`config.mk`:
```
export PLATFORM = sky130hd
export DESIGN_NAME = fifo_hs
export DESIGN_NICKNAME = d
export VERILOG_FILES = /design/src/rtl/fifo_hs.sv
export SDC_FILE = /design/constraint.sdc
export NUM_CORES = 1
export LEC_CHECK = 0
export ABC_AREA = 1
export BUFFER_PORTS_ARGS = -buffer_cell sky130_fd_sc_hd__buf_2
export CAP_MARGIN = 20
export CORE_MARGIN = 3
export CORE_UTILIZATION = 55
export CTS_BUF_LIST = sky130_fd_sc_hd__clkbuf_8
export CTS_CLUSTER_SIZE = 28
export DETAILED_ROUTE_END_ITERATION = 7
export GPL_TIMING_DRIVEN = 1
export PLACE_DENSITY = 0.85
export SLEW_MARGIN = 20
export SYNTH_ARGS = -nofsm -noshare
export SYNTH_HDL_FRONTEND = slang
export SYNTH_SLANG_ARGS = --single-unit
```
`constraint.sdc`:
```
create_clock -name clk -period 5.3 [get_ports clk]
set_input_delay 0.53 -clock clk [delete_from_list [all_inputs] [get_ports clk]]
set_output_delay 0.53 -clock clk [all_outputs]
set_load 0.02 [all_outputs]
```
`src/rtl/fifo_hs.sv`:
```
`default_nettype none
// ----------------------------------------------------------------------------
// fifo_hs : synchronous valid/ready FIFO with level flags and high watermark
// Revision: 1.0
// ----------------------------------------------------------------------------
module fifo_hs #(
  parameter int D_W      = 32,
  parameter int DEPTH    = 8,
  parameter int AF_LEVEL = 6,
  parameter int AE_LEVEL = 1,
  localparam int OW      = $clog2(DEPTH + 1)
) (
  input  logic                  clk,
  input  logic                  rst,
  input  logic                  flush,
  input  logic                  in_valid,
  output logic                  in_ready,
  input  logic signed [D_W-1:0] in_data,
  output logic                  out_valid,
  input  logic                  out_ready,
  output logic signed [D_W-1:0] out_data,
  output logic [OW-1:0]         occup,
  output logic [OW-1:0]         max_occup,
  output logic                  almost_full,
  output logic                  almost_empty
);

  localparam int PW = $clog2(DEPTH);
  localparam logic [PW-1:0] C_LAST_PTR = PW'(DEPTH - 1);
  localparam logic [OW-1:0] C_DEPTH    = OW'(DEPTH);
  localparam logic [OW-1:0] C_AF       = OW'(AF_LEVEL);
  localparam logic [OW-1:0] C_AE       = OW'(AE_LEVEL);

  logic signed [D_W-1:0] r_mem [DEPTH];
  logic [PW-1:0]         r_rdaddr;
  logic [PW-1:0]         r_wraddr;
  logic [OW-1:0]         r_occup;
  logic [OW-1:0]         r_max;
  logic                  w_push;
  logic                  w_pop;
  logic [OW-1:0]         w_occup_nxt;

  assign in_ready     = (r_occup != C_DEPTH);
  assign out_valid    = (r_occup != '0);
  assign w_push       = in_valid & in_ready;
  assign w_pop        = out_valid & out_ready;
  assign out_data     = r_mem[r_rdaddr];
  assign occup        = r_occup;
  assign max_occup    = r_max;
  assign almost_full  = (r_occup >= C_AF);
  assign almost_empty = (r_occup <= C_AE);

  always_comb begin
    w_occup_nxt = r_occup;
    if (w_push && !w_pop) begin
      w_occup_nxt = r_occup + OW'(1);
    end else if (!w_push && w_pop) begin
      w_occup_nxt = r_occup - OW'(1);
    end
  end

  // Storage is deliberately left out of reset; a discarded push during flush never lands.
  always_ff @(posedge clk) begin
    if (w_push && !flush) begin
      r_mem[r_wraddr] <= in_data;
    end
  end

  always_ff @(posedge clk or posedge rst) begin
    if (rst) begin
      r_rdaddr <= '0;
      r_wraddr <= '0;
      r_occup  <= '0;
      r_max    <= '0;
    end else if (flush) begin
      r_rdaddr <= '0;
      r_wraddr <= '0;
      r_occup  <= '0;
      r_max    <= '0;
    end else begin
      if (w_push) begin
        r_wraddr <= (r_wraddr == C_LAST_PTR) ? '0 : r_wraddr + PW'(1);
      end
      if (w_pop) begin
        r_rdaddr <= (r_rdaddr == C_LAST_PTR) ? '0 : r_rdaddr + PW'(1);
      end
      r_occup <= w_occup_nxt;
      // Watermark tracks the registered level, so it trails occup by one cycle.
      if (r_occup > r_max) begin
        r_max <= r_occup;
      end
    end
  end

endmodule
`default_nettype wire
```
Word level (Yosys, flattened, before mapping)
Memory sizes are Yosys's and may differ from the RTL's.
Index checks and enable logic that the tools add are counted.
{ "op_classes": {"addsub": 4, "magnitude_cmp": 3, "eq_ne": 3, "mux": 13, "bitwise_logic": 2, "n_reduce_logical": 11} }
{ "op_table": {"columns": ["op", "n"], "rows": [
  ["two-way mux 4 bit", 5],
  ["two-way mux 3 bit", 6],
  ["adder 3 x 1 -> 3 bit (second input constant)", 2],
  ["== test 3 bit (second input constant)", 2],
  ["nonzero test 2 bit", 3],
  ["adder 4 x 1 -> 4 bit (second input constant)", 1],
  [">= comparator 4 x 3 -> 1 bit (second input constant)", 1],
  ["greater-than comparator 4 bit", 1],
  ["<= comparator 4 x 1 -> 1 bit (second input constant)", 1],
  ["inequality test 4 bit (second input constant)", 1],
  ["nonzero test 4 bit", 1],
  ["subtractor 4 x 1 -> 4 bit (second input constant)", 1],
  ["logical AND 1 bit", 3],
  ["zero test 1 bit", 3],
  ["nonzero test 3 bit", 1],
  ["bitwise AND 1 bit", 2],
  ["two-way mux 1 bit", 2]
]} }
{ "totals": {"ff_bits": 14, "ramBits": 256, "input_bits": 37, "elab_cells": 41, "n_memories": 1} }
{ "memory_table": {"columns": ["memory", "depth", "width", "read_ports", "rd_ports_with_merged_regs", "wr", "line", "rtl"], "rows": [
  ["r_mem", 8, 32, 1, 0, 1, "34", "logic signed [D_W-1:0] r_mem [DEPTH];"]
]} }

Logic depth before layout (Yosys ltp)
Gate-level depths: netlist of the first run.
{ "depth": {"ltp_word": 7, "mapped_depth": 11, "mapped_depth_nobuf": 11} }

Least setup slack after synthesis of the first run
Ideal clock, no wire load.
{ "synth_timing": {"path_type": "reg2reg", "start": "register r_occup[0] (netlist: occup[0])", "end": "memory r_mem[0][0], enable pin", "setup_time_ps": 421, "arrival_time_ps": 2865, "t_required_ps": 4879, "slack_ps": 2014, "path_stages_with_launch": 8, "n_path_buf": 0, "period_less_slack_ps": 3286, "cell_sequence": "dfrtp_1 -> inv_1 -> ha_1 -> nand3_2 -> nand2_1 -> nor2_2 -> nand2_1 -> nor2_1"} }
{ "synth_between": {"elab_chain_len": 5} }
{ "synth_lines": {"columns": ["element", "line", "rtl"], "rows": [
  ["from (decl)", "37", "logic [OW-1:0] r_occup;"],
  ["from (signal assigned)", "87", "r_occup <= w_occup_nxt;"],
  ["inequality test 4 bit", "43", "assign in_ready = (r_occup != C_DEPTH);"],
  ["via in_ready", "17", "output logic in_ready,"],
  ["bitwise AND 1 bit", "45", "assign w_push = in_valid & in_ready;"],
  ["logical AND 1 bit", "64", "if (w_push && !flush) begin"],
  ["two-way mux 1 bit", "64", null],
  ["two-way mux 1 bit (implied by the code)", "65", "r_mem[r_wraddr] <= in_data;"],
  ["to (decl)", "34", null]
]} }
The timed path passes the listed nets, and every way through them passes these cells.

Worst setup path after layout of the first run
{ "layout_timing": {"start": "register r_rdaddr[0]", "end": "output out_data[15]"} }
{ "layout_between": {"elab_chain_len": 1} }
{ "layout_lines": {"columns": ["element", "line", "rtl"], "rows": [
  ["from (decl)", "35", "logic [PW-1:0] r_rdaddr;"],
  ["from (signal assigned)", "85", "r_rdaddr <= (r_rdaddr == C_LAST_PTR) ? '0 : r_rdaddr + PW'(1);"],
  ["memory read (8 x 32 bit)", null, null],
  ["to (decl)", "21", "output logic signed [D_W-1:0] out_data,"]
]} }
Every way passes these cells.

==> results of run 1 <==
==> cell families after synthesis <==
logic type	count (synthesis)
AOI/OAI and AO/OA	207
xor gates and xnor gates	2
adders and majority gates	12
buffers and inverters	72
DFF	270
and+or+nand+nor	366
==> Yosys cell counts, drive strengths merged, types with 6 or more instances <==
| cell type | n | area [um^2] |
|---|---|---|
| ha | 12 | 150 |
| dfrtp | 14 | 350 |
| nand4 | 6 | 37.5 |
| nand2 | 141 | 542 |
| a21oi | 6 | 33.8 |
| nor2 | 208 | 793 |
| o21ai | 200 | 1000 |
| nand3 | 9 | 50.1 |
| buf | 30 | 196 |
| inv | 19 | 71.3 |
| edfxtp | 256 | 7690 |
| clkbuf | 22 | 91.3 |
==> critical path: cells and delay by family, from the launching register on <==
family / cells / cell delay, ns
buffers and inverters: 3 / 1.36
flip-flops: 1 / 0.61
AO/OA/AOI/OAI: 2 / 0.42
AND/OR/NAND/NOR: 2 / 0.19
==> routing by layer <==
metal	track usage, %	part of all wire [%]
met1	27.2	41
met2	34.9	49
met3	3.00	7.2
met4	8.67	2.8
met5	0	0
==> sequential cells by signal, summed over array words and instances (netlist names) <==
| name | flops |
|---|---|
| r_rdaddr | 3 |
| r_mem | 256 |
| max_occup | 4 |
| r_wraddr | 3 |
| occup | 4 |
==> layout make-up <==
cell class,instances,share of cell area [%]
antenna,1,0.0201
clock buffer,43,4.76
timing repair buffer,90,4.45
multi-input combinational,587,21.8
clock inverter,28,0.967
tap,265,2.67
sequential,270,64.7
inverter,20,0.614
==> worst max-delay path by stage <==
stage                             to  cells past startpoint  slack (ns)               startpoint
2_1_floorplan  r_mem[0][0]$_DFFE_PP_                      7        2.01     occup[0]$_DFFE_PP0P_
3_3_place_gp            out_data[15]                      7        2.34  r_rdaddr[0]$_DFFE_PP0P_
3_5_place_dp             out_data[7]                      7        2.21  r_rdaddr[0]$_DFFE_PP0P_
4_1_cts                 out_data[15]                      7        1.62  r_rdaddr[0]$_DFFE_PP0P_
5_1_grt                 out_data[15]                      7        1.42  r_rdaddr[0]$_DFFE_PP0P_
6_report                out_data[15]                      7        1.63  r_rdaddr[0]$_DFFE_PP0P_
==> through the flow <==
stage / instances / hold slack (ns) / instance area [um^2] / utilization (%)
finish: 1304 / 0.0135 / 12400 / 63.4
global route: 1304 / 0.0459 / 12400 / 63.4
CTS: 1298 / 0.00832 / 12300 / 62.8
detailed placement: 1227 / 0.528 / 11600 / 59.2
global placement: 1227 / 0.524 / 11600 / 59.2
floorplan: 929 / 0.419 / 11000 / -
==> power by group <==
| part | switching, mW | internal, mW | leakage [nW] |
|---|---|---|---|
| logic | 1.05 | 0.469 | 1.63 |
| clock network | 0.754 | 0.751 | 0.403 |
| registers | 0.125 | 2.43 | 2.50 |
| total | 1.93 | 3.65 | 4.53 |
==> impl_metrics.tcl, run 1 <==
set metrics [dict create \
    period_share_pct 69.3 \
    area_growth_pct 12.5 \
    syn_nets 978 \
    cts_buffer_depth 3 \
    final_common_cell "edfxtp_1" \
    nets 1059 \
    final-seq-area_um2 8050 \
    cts.sinks 270 \
    crit_type "register to output pin" \
    ys_types 31 \
    synthMuxAreaShare_pct 0 \
    initial_core_util_pct 56.4 \
    grt_first_pass_wirelength_um 35900 \
    async_flop_share_pct 5.19 \
    cts_tree "built" \
    grt_start_max_net_pins 103 \
    period_minus_slack_ns 3.67 \
    nFillCells 1394 \
    routedWlPerCell_um 17.6 \
    ctsResizeCount 0 \
    cts_root_buf "clkbuf_8" \
    synth_area_um2 11000 \
    rsz0062_at_grt "false" \
    clkTransAtPathRegs_ns 0.07 \
    min-delay-path-class "input pin to async pin" \
    hold_viol 0 \
    powerDensity_nw_per_um2 449 \
    track_usage_pct 20.7 \
    clk_latency_ns 0.55 \
    synthCells 929 \
    tns_ns 0 \
    cp.arrival_ns 3.14 \
    synth_edf_count 256 \
    routed_wl_um 23000 \
    dieArea_um2 21800 \
    drive_above_1_share_pct 15.7 \
    io_buffers 80 \
    ant_nets 0 \
    die_w_um 148 \
    grt_pass1_vias 7097 \
    synthSimpleGateAreaFrac_pct 13.0 \
    r2r-start "occup[0]$_DFFE_PP0P_" \
    yosys_warnings 0 \
    yosys.area_share.xor_xnor_pct 0.159 \
    p_total_mw 5.58 \
    drc 0 \
    pre_cts_ws_ns 2.21 \
    cp_slowest_cell "buf_4" \
    cpPeakStageDelay_ns 0.78 \
    die_y_um 148 \
    slew_headroom_pct 26.2 \
    first_pass_iters 7 \
    synth-seq-cells 270 \
    crit_chain "clkinv_2 -> buf_4 -> o21ai_0 -> o21ai_0 -> nand2_1 -> nand2_1 -> buf_2" \
    tightest_slew_ns 1.11 \
    ys.flop_type "edfxtp_1" \
    io_pins 81 \
    finClkSkew_ns 0.0333 \
    drv_slew 0 \
    layout_common_cells "256 x edfxtp_1, 197 x nor2_1, 138 x nand2_1, 138 x o21ai_0, 80 x buf_2" \
    gr-total-overflow 0 \
    r2r_cells 7 \
    vias 7208 \
    fmax_mhz 272 \
    synth-compound-area-share_pct 9.44 \
    fin_ws_ns 1.63 \
    design.core.area_um2 19600 \
    synth_top_family_by_area "simple AND/OR/NAND/NOR gates" \
    postCtsSetupBuffers 0 \
    path_max_fanout 92 \
    cts_htree_levels 2 \
    antenna_found_initial 1 \
    rows 51 \
    ys_seq_area_share_pct 72.8 \
    postSynthAreaPerCell_um2 11.9 \
    postCtsHoldBufs 0 \
    r2r-end "r_mem[0][12]$_DFFE_PP_" \
    ir_worst_vdd_mv 0.233 \
    dpl.hpwl_um 12500 \
    cap_violations 0 \
    via_per_inst 5.53 \
    status "finished, final reports clean" \
    gp_congestion 0.758 \
    drt_iter0_markers 731 \
    multi_input_comb_area_um2 2710 \
    synth_adder_area_share_pct 1.36 \
    worst-endpoint-required_ns 4.77 \
    reg2reg_slack_ns 2.25 \
    p_leak_nw 4.53 \
    worstSetupStartpointType "register" \
    setup_viol 0 \
    cts_buffers 41 \
    critPathCaptureType "output pin" \
]
(Power assumes the default switching activity.)
==> run 2, diff against run 1 <==
--- a/config.mk
+++ b/config.mk
@@ -5,7 +5,7 @@
 export SDC_FILE = /design/constraint.sdc
 export NUM_CORES = 1
 export LEC_CHECK = 0
-export ABC_AREA = 1
+export ABC_AREA = 0
 export BUFFER_PORTS_ARGS = -buffer_cell sky130_fd_sc_hd__buf_2
 export CAP_MARGIN = 20
 export CORE_MARGIN = 3
@@ -14,7 +14,7 @@
 export CTS_CLUSTER_SIZE = 28
 export DETAILED_ROUTE_END_ITERATION = 7
 export GPL_TIMING_DRIVEN = 1
-export PLACE_DENSITY = 0.85
+export PLACE_DENSITY = 0.88
 export SLEW_MARGIN = 20
 export SYNTH_ARGS = -nofsm -noshare
 export SYNTH_HDL_FRONTEND = slang
==> constraint.sdc (replaced) <==
create_clock -name clk -period 3.2 [get_ports clk]
set_input_delay 0.32 -clock clk [delete_from_list [all_inputs] [get_ports clk]]
set_output_delay 0.32 -clock clk [all_outputs]
set_load 0.02 [all_outputs]
==> impl_metrics.tcl, run 2 <==
set metrics [dict create \
    critPathCaptureType "output pin" \
    p_leak_nw 4.12 \
    routedWlPerCell_um 22.5 \
    rows 50 \
    use_met1_pct 24.8 \
    period_minus_slack_ns 2.86 \
    nets 650 \
    tns_ns 0 \
    clk_latency_ns 0.53 \
    synthCells 484 \
    worstSetupStartpointType "register" \
    n_antenna_cell 0 \
    synth_top_area_share_pct 72.4 \
    period_share_pct 89.2 \
    hold_viol 0 \
    powerDensity_nw_per_um2 740 \
    postSynthAreaPerCell_um2 21.9 \
    ir_worst_vdd_mv 0.444 \
    io_buffers 80 \
    async_flop_share_pct 5.19 \
    synth_commonest_cells "256 x edfxtp_1, 64 x mux4_2, 32 x mux2_2, 14 x clkbuf_1, 14 x dfrtp_1" \
    dpl.hpwl_um 12300 \
    die_w_um 145 \
    cp.arrival_ns 2.54 \
    met3_usage_pct 3.84 \
    clkTransAtPathRegs_ns 0.06 \
    path_max_fanout 16 \
    via_per_inst 5.66 \
    cts.sinks 270 \
    top_usage_layer "met2" \
    grt_start_max_net_pins 34 \
    grtUsageMet2_pct 33.2 \
    first_pass_iters 4 \
    cts_htree_levels 2 \
    min-delay-path-class "input pin to register" \
    finClkSkew_ns 0.0269 \
    fmax_mhz 350 \
    status "finished, final reports clean" \
    synth_area_um2 10600 \
    io_pins 81 \
    gr-total-overflow 0 \
    drt_iter0_markers 360 \
    rsz0062_at_grt "false" \
    synth_edf_count 256 \
    ant_nets 0 \
    p_total_mw 9.04 \
    drv_slew 0 \
    slew_headroom_pct 36.8 \
    die_y_um 145 \
    cap_violations 0 \
    drc 0 \
    gp_congestion 0.795 \
    synth_most_common_cell "edfxtp_1" \
    crit_type "register to output pin" \
    top_register "r_mem" \
    worst-endpoint-required_ns 2.88 \
    drive_above_1_share_pct 40.5 \
    synth-seq-cells 270 \
    synth_top_area_cell "edfxtp_1" \
    final_common_cell "edfxtp_1" \
    layout_common_cells "256 x edfxtp_1, 80 x buf_2, 64 x mux4_2" \
    nFillCells 1219 \
    initial_core_util_pct 56.4 \
    design.core.area_um2 18800 \
    ys_types 36 \
    track_usage_pct 19.4 \
    tightest_slew_ns 0.948 \
    largest_reg_flops 256 \
    ys_top_cells_by_area "edfxtp_1 72%, mux4_2 14%, mux2_2 3.4%, dfrtp_1 3.3%, ha_1 1.4%" \
    postCtsSetupBuffers 0 \
    ys.flop_type "edfxtp_1" \
    setup_viol 0 \
    cts_tree "built" \
    yosys_warnings 0 \
    dieArea_um2 21000 \
    cts_buffers 41 \
    cts_root_buf "clkbuf_8" \
    grt_first_pass_wirelength_um 31400 \
    ys_seq_area_share_pct 75.7 \
    antenna_found_initial 2 \
    area_growth_pct 15.2 \
    routed_wl_um 20000 \
    syn_nets 533 \
    cts_buffer_depth 3 \
    vias 5041 \
    grt_pass1_vias 5586 \
]
-- run 2: changes by cell type after synthesis, moves of 32 or more --
| cell | previous run | this run |
|---|---|---|
| mux2_2 | 0 | 32 |
| o21ai_1 | 62 | 0 |
| mux4_2 | 0 | 64 |
| o21ai_0 | 138 | 3 |
| nor2_1 | 205 | 11 |
| nand2_1 | 138 | 7 |
-- run 2: final timing paths --
kind	startpoint	to	slack [ns]	cells after the start
min reg2reg	max_occup[2]$_DFFE_PP0P_	max_occup[2]$_DFFE_PP0P_	0.57	2
max	r_rdaddr[0]$_DFFE_PP0P_	out_data[0]	0.34	4
max reg2reg	occup[1]$_DFFE_PP0P_	r_mem[0][30]$_DFFE_PP_	0.41	7
min	in_data[28]	r_mem[5][28]$_DFFE_PP_	0.06	1
min in group asynchronous	rst	r_wraddr[0]$_DFFE_PP0P_	0.37	3
max in group asynchronous	rst	r_rdaddr[0]$_DFFE_PP0P_	2.42	3
-- run 2: cell type report --
cell class | count | area [um^2] | share of cell area, %
well taps | 260 | 325 | 2.66
repair buffers | 98 | 588 | 4.81
clock inverters | 29 | 145 | 1.19
flip-flops and latches | 270 | 8040 | 65.8
clock buffers | 43 | 592 | 4.84
inverters | 7 | 26.3 | 0.215
multi-input cells | 183 | 2500 | 20.5
-- run 2: cells by family (layout without fill, tap and decap cells) --
family | count (synthesis) | in the layout | synth area share (%)
AO/OA/AOI/OAI | 16 | 16 | 1.00
XOR/XNOR | 4 | 4 | 0.460
adder cells (fa/ha/maj) | 13 | 13 | 1.52
buffers and inverters | 31 | 177 | 1.32
flip-flops | 270 | 270 | 75.7
multiplexers | 102 | 102 | 17.5
AND/OR/NAND/NOR | 48 | 48 | 2.43
-- run 2: timing repair --
| action | in CTS | in global routing |
|---|---|---|
| resized for setup | 0 | 0 |
| endpoints found under the setup margin | 0 | 0 |
| hold buffers | 1 | 0 |
| hold endpoints to repair | 14 | 0 |
-- run 2: through the flow --
stage                     instances  util, %  cell area (um^2)  setup WS, ns  hold WS (ns)
after floorplan                 484        -             10600        -0.457         0.209
after global placement          817     61.0             11500         0.692         0.379
after detailed placement        817     61.0             11500         0.504         0.398
after CTS                       890     64.9             12200         0.256        0.0235
after global routing            890     64.9             12200         0.211        0.0520
final                           890     64.9             12200         0.344        0.0574
-- run 2: metal layers --
layer / wire length, um / vias to the layer above / share of wire, %
met3: 1180 / 45 / 5.9
met4: 507 / 4 / 2.5
li1: - / 2238 / -
met1: 7740 / 2592 / 39
met5: 27 / - / 0.13
met2: 10600 / 162 / 53
-- run 2: power breakdown --
part | total, mW | switching, mW | internal [mW]
logic | 2.33 | 1.18 | 1.15
clock network | 2.52 | 1.20 | 1.32
registers | 4.20 | 0.185 | 4.01
-- run 2: worst max-delay path: stages (launching register included) --
cell	delay (ns)
dfrtp_4	0.64
buf_4	0.34
mux4_2	0.57
mux2_2	0.29
buf_2	0.16
==> run 3, diff against run 2 <==
--- a/config.mk
+++ b/config.mk
@@ -8,7 +8,7 @@
 export ABC_AREA = 0
 export BUFFER_PORTS_ARGS = -buffer_cell sky130_fd_sc_hd__buf_2
 export CAP_MARGIN = 20
-export CORE_MARGIN = 3
+export CORE_MARGIN = 4
 export CORE_UTILIZATION = 55
 export CTS_BUF_LIST = sky130_fd_sc_hd__clkbuf_8
 export CTS_CLUSTER_SIZE = 28
==> impl_metrics.tcl, run 3 (synthesis gave the netlist of run 2 again) <==
set metrics [dict create \
    status "finished, final reports clean" \
    antenna_found_initial 2 \
    initial_core_util_pct 56.4 \
    vias 5077 \
    path_max_fanout 19 \
    largest_reg_flops 256 \
    post_dp_cell_area_um2 11500 \
    critPathCaptureType "output pin" \
    setup_viol 0 \
    powerDensity_nw_per_um2 737 \
    fmax_mhz 342 \
    clkTransAtPathRegs_ns 0.06 \
    ctsResizeCount 0 \
    cts_root_buf "clkbuf_8" \
    top_register "r_mem" \
    setup.worst_path.start "r_rdaddr[0]$_DFFE_PP0P_" \
    layout_common_cells "256 x edfxtp_1, 80 x buf_2, 64 x mux4_2" \
    tightest_slew_ns 0.954 \
    cp.arrival_ns 2.60 \
    crit_type "register to output pin" \
    period_minus_slack_ns 2.92 \
    via_per_inst 5.69 \
    r2r-start "occup[1]$_DFFE_PP0P_" \
    n_antenna_cell 0 \
    cts_buffer_depth 3 \
    postCtsHoldBufs 1 \
    nets 652 \
    routedWlPerCell_um 22.3 \
    grt_pass1_vias 5639 \
    cap_violations 0 \
    clk_latency_ns 0.54 \
    postCtsSetupBuffers 0 \
    whs_ns 0.0517 \
    cts_tree "built" \
    worstSetupStartpointType "register" \
    worst-endpoint-required_ns 2.88 \
    ant_nets 0 \
    hold_viol 0 \
    grt_start_max_net_pins 51 \
    gp_congestion 0.829 \
    rsz0062_at_grt "false" \
    slew_headroom_pct 36.4 \
    cts_htree_levels 2 \
    drv_slew 0 \
    cts_buffers 40 \
    die_y_um 147 \
    gr-total-overflow 0 \
    dpl.hpwl_um 12800 \
    tns_ns 0 \
    finClkSkew_ns 0.0246 \
    min-delay-path-class "input pin to register" \
    area_growth_pct 15.5 \
    design.core.area_um2 18800 \
    period_share_pct 91.3 \
    cts.sinks 270 \
    track_usage_pct 19.5 \
    dieArea_um2 21600 \
    rows 50 \
    io_pins 81 \
    io_buffers 80 \
    ir_worst_vdd_mv 0.543 \
    final_area_um2 12300 \
    routed_wl_um 19900 \
    p_leak_nw 4.13 \
    grt_first_pass_wirelength_um 32000 \
    drive_above_1_share_pct 41.2 \
    min_from "in_data[30]" \
    die_w_um 147 \
    drc 0 \
    final_common_cell "edfxtp_1" \
    first_pass_iters 5 \
    drt_iter0_markers 331 \
]
run 3: changes by cell type in the layout (fill, tap and decap cells not counted):
cell	before	now
clkbuf_8	43	42
clkinvlp_4	1	2
clkinv_2	1	4
buf_12	4	5
inv_1	24	22
buf_4	13	15
clkinv_4	1	0
inv_6	0	1
clkinv_1	8	7
run 3: final timing paths:
check,depth (start not counted),to,slack [ns]
setup reg to reg,7,r_mem[0][14]$_DFFE_PP_,0.37
setup / recovery,4,out_data[0],0.28
min in group asynchronous,3,max_occup[0]$_DFFE_PP0P_,0.38
max in group asynchronous,3,r_rdaddr[0]$_DFFE_PP0P_,2.41
hold / removal,1,r_mem[0][30]$_DFFE_PP_,0.05
hold reg to reg,2,max_occup[3]$_DFFE_PP0P_,0.58
run 3: critical path, stage by stage, from the launching register on:
cell,delay [ns]
dfrtp_4,0.67
buf_4,0.35
mux4_2,0.55
mux2_2,0.32
buf_2,0.17
run 3: where the power goes:
group | internal (mW) | total [mW] | switching [mW] | leakage, nW
clock network | 1.30 | 2.51 | 1.21 | 0.427
logic | 1.15 | 2.32 | 1.18 | 1.21
registers | 4.01 | 4.19 | 0.185 | 2.50
run 3: area by class of cell:
class	count	area [um^2]
Sequential cell	270	8040
Fill cell	1194	6570
Multi-Input combinational cell	183	2500
Timing Repair Buffer	101	623
Clock buffer	42	578
Tap cell	260	325
Clock inverter	30	156
Inverter	7	26.3
run 3: per-stage QoR:
stage	power, mW	worst slack, ns	util, %	std cells
finish	9.03	0.277	65.1	893
global route	9.50	0.113	65.1	893
CTS	9.14	0.187	65.1	893
detailed placement	6.62	0.437	61.1	820
global placement	6.53	0.615	61.1	820
floorplan	5.96	-0.457	-	484
run 3: metal layers:
| layer | up-vias | routed length [um] | GRT usage, % |
|---|---|---|---|
| li1 | 2242 | - | - |
| met1 | 2617 | 7580 | 25.8 |
| met2 | 180 | 10600 | 32.9 |
| met3 | 34 | 1360 | 4.44 |
| met4 | 4 | 330 | 5.68 |
| met5 | - | 21 | 0 |
